===== src/rtl/fetch_exec_ctrl.sv =====
`default_nettype none
// ============================================================================
// Module   : fetch_exec_ctrl
// Purpose  : Multi-cycle sequencer for a single-cycle RV32 datapath. It fetches
//            one instruction at a time from instruction memory, presents it to
//            decode/execute for a single commit cycle, then fetches the next.
//            It halts on ebreak, traps on fetch faults, misaligned PCs and
//            response timeouts, and keeps cycle and retired-instruction counters.
// Ports    : clk, reset (async, active-low)
//            pc_in          - current PC from the datapath PC register
//            imem_req_*     - fetch request (valid/ready, address)
//            imem_rsp_*     - fetch response (valid pulse, data, fault)
//            halt_in        - datapath decoded ebreak on inst_out
//            inst_out/valid - latched instruction and its EXEC-cycle qualifier
//            commit_en      - one-cycle PC/regfile write enable
//            halted, error  - sticky terminal status
//            cycle_cnt      - cycles spent outside HALT/ERR
//            inst_cnt       - retired instructions
// Revision : 1.0 - initial release
// ============================================================================
module fetch_exec_ctrl #(
  parameter int CNT_W   = 32,
  parameter int TIMEOUT = 255,
  parameter int TO_W    = 8
) (
  input  logic             clk,
  input  logic             reset,
  input  logic [31:0]      pc_in,
  output logic             imem_req_valid,
  input  logic             imem_req_ready,
  output logic [31:0]      imem_req_addr,
  input  logic             imem_rsp_valid,
  input  logic [31:0]      imem_rsp_data,
  input  logic             imem_rsp_err,
  input  logic             halt_in,
  output logic [31:0]      inst_out,
  output logic             inst_valid,
  output logic             commit_en,
  output logic             halted,
  output logic             error,
  output logic [CNT_W-1:0] cycle_cnt,
  output logic [CNT_W-1:0] inst_cnt
);

  localparam logic [2:0] c_BOOT = 3'd0;
  localparam logic [2:0] c_REQ  = 3'd1;
  localparam logic [2:0] c_WAIT = 3'd2;
  localparam logic [2:0] c_EXEC = 3'd3;
  localparam logic [2:0] c_HALT = 3'd4;
  localparam logic [2:0] c_ERR  = 3'd5;

  localparam logic [TO_W-1:0] c_TIMEOUT = TO_W'(TIMEOUT);

  logic [2:0]       r_state;
  logic [2:0]       w_next;
  logic [TO_W-1:0]  r_to_cnt;
  logic [TO_W-1:0]  w_to_inc;
  logic             w_to_expired;
  logic             w_pc_aligned;
  logic [31:0]      r_inst;
  logic [CNT_W-1:0] r_cycle_cnt;
  logic [CNT_W-1:0] r_inst_cnt;

  assign w_pc_aligned = (pc_in[1:0] == 2'b00);
  assign w_to_inc     = r_to_cnt + 1'b1;
  // Expires on the cycle whose increment would reach TIMEOUT; a response
  // arriving in that same cycle still takes priority in the next-state logic.
  assign w_to_expired = (TIMEOUT != 0) && (w_to_inc == c_TIMEOUT);

  // State register
  always_ff @(posedge clk or negedge reset) begin
    if (!reset) begin
      r_state <= c_BOOT;
    end else begin
      r_state <= w_next;
    end
  end

  // Next-state logic
  always_comb begin
    w_next = r_state;
    case (r_state)
      c_BOOT: w_next = c_REQ;
      c_REQ: begin
        if (!w_pc_aligned) begin
          w_next = c_ERR;
        end else if (imem_req_ready) begin
          w_next = c_WAIT;
        end
      end
      c_WAIT: begin
        if (imem_rsp_valid) begin
          w_next = imem_rsp_err ? c_ERR : c_EXEC;
        end else if (w_to_expired) begin
          w_next = c_ERR;
        end
      end
      c_EXEC: w_next = halt_in ? c_HALT : c_REQ;
      c_HALT: w_next = c_HALT;
      c_ERR:  w_next = c_ERR;
      default: w_next = c_ERR;
    endcase
  end

  // State-decoded outputs. The request is gated by alignment so a misaligned
  // PC never produces a visible request before the jump to ERR.
  always_comb begin
    imem_req_valid = (r_state == c_REQ) && w_pc_aligned;
    imem_req_addr  = pc_in;
    inst_valid     = (r_state == c_EXEC);
    commit_en      = (r_state == c_EXEC);
    halted         = (r_state == c_HALT);
    error          = (r_state == c_ERR);
  end

  // Timeout counter: held at zero outside WAIT, so it is clear on entry.
  always_ff @(posedge clk or negedge reset) begin
    if (!reset) begin
      r_to_cnt <= '0;
    end else if (r_state != c_WAIT) begin
      r_to_cnt <= '0;
    end else begin
      r_to_cnt <= w_to_inc;
    end
  end

  // Instruction latch and counters
  always_ff @(posedge clk or negedge reset) begin
    if (!reset) begin
      r_inst      <= '0;
      r_cycle_cnt <= '0;
      r_inst_cnt  <= '0;
    end else begin
      if ((r_state == c_WAIT) && imem_rsp_valid && !imem_rsp_err) begin
        r_inst <= imem_rsp_data;
      end
      if ((r_state != c_HALT) && (r_state != c_ERR)) begin
        r_cycle_cnt <= r_cycle_cnt + 1'b1;
      end
      if (r_state == c_EXEC) begin
        r_inst_cnt <= r_inst_cnt + 1'b1;
      end
    end
  end

  assign inst_out  = r_inst;
  assign cycle_cnt = r_cycle_cnt;
  assign inst_cnt  = r_inst_cnt;

endmodule
`default_nettype wire


===== config.mk =====
export PLATFORM = sky130hd
export DESIGN_NAME = fetch_exec_ctrl
export DESIGN_NICKNAME = d
export VERILOG_FILES = /design/src/rtl/fetch_exec_ctrl.sv
export SDC_FILE = /design/constraint.sdc
export NUM_CORES = 1
export LEC_CHECK = 0
export BUFFER_PORTS_ARGS = -buffer_cell sky130_fd_sc_hd__buf_2
export CORE_MARGIN = 1.5
export CORE_UTILIZATION = 49
export CTS_BUF_LIST = sky130_fd_sc_hd__clkbuf_16
export DETAILED_ROUTE_END_ITERATION = 7
export PLACE_DENSITY_LB_ADDON = 0.25
export SYNTH_ARGS = -nofsm -noshare
export SYNTH_HDL_FRONTEND = slang
export SYNTH_SLANG_ARGS = --single-unit

===== constraint.sdc =====
create_clock -name clk -period 2 [get_ports clk]
set_input_delay 0.1 -clock clk [delete_from_list [all_inputs] [get_ports clk]]
set_output_delay 0.1 -clock clk [all_outputs]
set_load 0.02 [all_outputs]

== Yosys cells after proc, flatten, opt, wreduce, memory -nomap -nowiden ==
Index checks and enable logic that the tools add are counted.
Cells by class
  add/subtract/negate cells: 3
  reduce and logical (&&, ||, !) cells: 8
  div/mod/pow operators: 0
  order comparisons: 0
  eq/ne operators: 11
  shift operators: 0
  multiplexer cells: 8
  bitwise gates (word level): 0
  $mul: 0
Operator list (count)
  adder 32 x 1 -> 32 bit (second input constant): 2
  2-to-1 mux 3 bit: 6
  one-hot mux 3 bit (5 select lines): 1
  inequality test 3 bit (second input constant): 4
  adder 8 x 1 -> 8 bit (second input constant): 1
  equality test 8 bit (second input constant): 1
  2-to-1 mux 8 bit: 1
  equality test 3 x 2 -> 1 bit (second input constant): 2
  equality test 3 bit (second input constant): 2
  logical AND 1 bit: 4
  equality test 3 x 1 -> 1 bit (second input constant): 1
  zero test 3 bit: 1
  inequality test 3 x 2 -> 1 bit (second input constant): 1
  zero test 2 bit: 1
  AND reduction 2 bit: 1
  zero test 1 bit: 1
Word-level totals
  output and inout bits: 133
  memory bits (writable): 0
  latch bits: 0
  memory bits (read-only): 0
  bits in registers: 107
  memories: 0
  bits of input ports: 70

== Logic depth before layout (Yosys ltp) ==
  depth in word-level cells: 5
  mapped depth: 6
  mapped depth without buffers: 6

== Worst setup path before layout ==
Ideal clock, no wire load.
  kind: register -> register
  from: reg r_inst_cnt[0] (netlist: inst_cnt[0])
  to: reg r_inst_cnt[14] (netlist: inst_cnt[14])
  clock period less this slack: 1.905 ns
  cell stages (with the launch flop): 6
  setup slack: 0.095 ns
  library setup time: 0.131 ns
  data arrival time: 1.774 ns
  path buffers: 0
  data required time: 1.869 ns
  cell sequence: dfrtp_1 > ha_1 > inv_1 > nor4_1 > nand4_1 > xnor2_1
Between the ends
  word-level cells in the longest chain between the ends: 1
Ends and longest elaborated chain
  start, declared: line 62  | logic [CNT_W-1:0] r_inst_cnt;
  start signal, assigned: line 141  | r_inst_cnt <= r_inst_cnt + 1'b1;
  adder 32 x 1 -> 32 bit: line 141
Every way passes these cells.
A chain may end at the register's enable or synchronous reset.

== Worst setup path in the final report ==
  from: reg r_inst_cnt[4] (netlist: inst_cnt[4])
  to: reg r_inst_cnt[31] (netlist: inst_cnt[31])
The elaborated chain is that of the path after synthesis.

==> flow_metrics.py <==
metrics = {
    "synthesis": {
        "syn_area_per_cell_um2": 11.6,
        "netlist_instances": 433,
        "ys_ff_latch": 107,
        "synth_top_cells_by_area": "dfrtp_1 53%, xnor2_1 8.9%, mux2_2 7.6%",
        "synthDistinctLibCells": 45,
        "syn_nets": 507,
        "synthFlopType": "dfrtp_1",
        "ys_warn_count": 0,
        "synth-async-reset-ratio_pct": 100,
        "netlist_area_um2": 5030,
        "synth_enable_flop_cells": 0,
        "yosysTopAreaCell": "dfrtp_1",
        "ys_seq_area_share_pct": 53.3,
        "synth_top_cell_area_share_pct": 53.3,
    },
    "critical_path": {
        "critical-path-max-stage-delay_ns": 0.64,
        "cp_num_buf_inv": 0,
        "crit_path_end_kind": "register",
        "critPathArrivalTime_ns": 2.10,
        "startpoint_type": "register",
        "crit_chain": "nand4_2 -> or4_4 -> nor4b_2 -> xor2_1",
        "cp_max_fo": 6,
        "cp_top_family": "simple AND/OR/NAND/NOR gates",
        "reg2reg_setup_slack_ns": 0.15,
        "critical_path_class": "register to register",
        "crit_required_ns": 2.25,
        "worst_path_max_delay_cell": "or4_4",
    },
    "sta": {
        "tightest_slew_ns": 0.619,
        "drv_slew": 0,
        "hold_viol_final": 0,
        "fin_hold_ws_ns": 0.00952,
        "fin_tns_setup_ns": 0,
        "skew_ns": 0.00607,
        "rsz0062_at_grt": "no",
        "setup_viol": 0,
        "fin_crit_ns": 1.85,
        "slew_headroom_pct": 58.7,
        "finalWorstSetupSlack_ns": 0.153,
        "max_freq_mhz": 541,
        "fin_crit_sh_pct": 92.4,
    },
    "finish": {
        "drive_gt1_share_pct": 37.1,
        "fin_nets": 655,
        "fillCellCount": 787,
        "syn2layout_area_growth_pct": 25.5,
        "diodes": 0,
    },
    "drt": {
        "viasPerCell": 5.21,
        "wl_per_cell_um": 15.6,
        "drtPass1Iterations": 4,
        "drc": 0,
        "drtIter0Drc": 141,
        "drt_wl_total_mm": 11.2,
        "final_antenna_net_count": 0,
        "vias": 3742,
    },
    "placement": {
        "place_ws_ns": 0.0279,
        "dpl.hpwl_mm": 7.87,
        "place_congestion": 0.825,
        "numPortBuffers": 142,
    },
    "clock_network": {
        "cts-root-buf": "clkbuf_16",
        "clk_path_buf_depth": 2,
        "cts_tree": "built",
        "clkSlewWorstSetupHoldPaths_ns": 0.06,
        "cts.sinks": 107,
        "clock_latency_ns": 0.34,
        "h-tree-depth": 3,
        "cts_made_buffers": 9,
    },
    "power_and_ir_drop": {
        "p_leak_nw": 3.24,
        "pwr_density_cell_nw_per_um2": 716,
        "finalPower_mw": 4.51,
        "vdd_drop_max_uv": 504,
    },
    "grt": {
        "grt_start_max_net_pins": 47,
        "grt_first_pass_wirelength_mm": 18.8,
        "track_usage_pct": 21.4,
        "antenna_found_initial": 0,
        "grt-ovfl-total": 0,
        "grt_pass1_vias": 3826,
    },
    "floorplanning": {
        "core_area_um2": 9860,
        "die_area_um2": 10900,
        "die_h_um": 104,
        "io_pins": 203,
        "die_w_um": 104,
        "std_cell_rows": 36,
        "start_util_pct": 51.0,
    },
    "run_status": {
        "status": "completed",
    },
    "min_path": {
        "hp-class": "input port to register",
    },
    "job": {
        "cap_violations": 0,
    },
}
[power breakdown]
part / internal (mW) / total (mW) / switching [mW]
logic: 0.163 / 0.388 / 0.225
registers: 2.22 / 2.28 / 0.0526
clock network: 1.08 / 1.85 / 0.765
total: 3.47 / 4.51 / 1.04
[worst reg2reg max path, delay by kind of cell (launching register included)]
kind	cells	cell delay (ns)
xor+xnor	1	0.20
flops	1	0.42
simple gates	3	1.15
[stage by stage]
| stage | std cells | utilization (%) | area [um2] |
|---|---|---|---|
| 2_1_floorplan | 433 | - | 5030 |
| 3_3_place_gp | 678 | 58.0 | 5720 |
| 3_5_place_dp | 678 | 58.0 | 5720 |
| 4_1_cts | 718 | 63.7 | 6280 |
| 5_1_grt | 718 | 63.9 | 6310 |
| 6_report | 718 | 63.9 | 6310 |
[worst paths after layout]
kind | from | end | cells after the start
max | inst_cnt[4] | inst_cnt[31] | 4
min | imem_rsp_data[23] | inst_out[23] | 2
max reg2reg | inst_cnt[4] | inst_cnt[31] | 4
min reg2reg | cycle_cnt[31] | cycle_cnt[31] | 1
max in group asynchronous | reset | inst_out[29] | 3
min in group asynchronous | reset | inst_out[18] | 2
[Yosys cell counts (3+ instances only)]
cell      instances
mux2_2           34
and2_1            6
nand4_1          26
buf_2             4
nand3_1          26
nand2b_1          4
inv_1             7
nand2_1          24
buf_4            33
ha_1              4
nor4_1            9
and4_1            6
nand4b_1          3
and3_1           14
clkbuf_1          6
nor3_1            4
nor2b_1           5
xnor2_1          51
nor2_1           16
dfrtp_1         107
xor2_1           16
[flip-flops by register name, indices dropped and copies added (netlist names)]
name	count
cycle_cnt	32
r_to_cnt	8
inst_out	32
r_state	3
inst_cnt	32
[layout by cell type (no fill, tap or decap), types with 9 or more instances in the layout]
cell type and instances:
inv_1 9, buf_4 14, buf_2 141, and3_1 14
mux2_2 34, dfrtp_1 106, nand2_1 24, dlygate4sd3_1 25
nor2_1 16, clkbuf_16 9, xor2_1 16, nand3_1 26
xnor2_1 51, nand4_1 26
[area by class of cell]
cell class                 instances  area, um2  share of cell area, %
clock buffer                       9        225                   3.57
clock inverter                     6       83.8                   1.33
inverter                           7       26.3                  0.417
multi-input combinational        275       2050                   32.4
sequential                       107       2680                   42.5
tap                              133        166                   2.64
timing repair buffer             181       1080                   17.1
[metal layers]
metal | share of wire (%) | global-route usage (%) | vias to the layer above
met5 | 0 | 0 | -
met4 | 1.6 | 8.13 | 0
met3 | 4.7 | 4.14 | 22
met2 | 51 | 35.8 | 119
met1 | 43 | 27.5 | 1829
li1 | - | - | 1772
[cell families after synthesis]
logic type,Yosys count,share of synthesized area (%)
fa+ha+maj,4,0.996
compound gates,14,2.02
simple gates,156,17.9
xor+xnor,67,11.7
mux,34,7.62
buf+inv,51,6.52
flops,107,53.3
[what timing repair did]
action                                  in CTS  in global routing
gates resized for setup                      0                  6
hold buffers                                25                  0
buffers inserted                             0                  0
hold endpoints to repair                    68                  0
endpoints found under the setup margin       0                  6
Power figures use the tool's default switching activity.
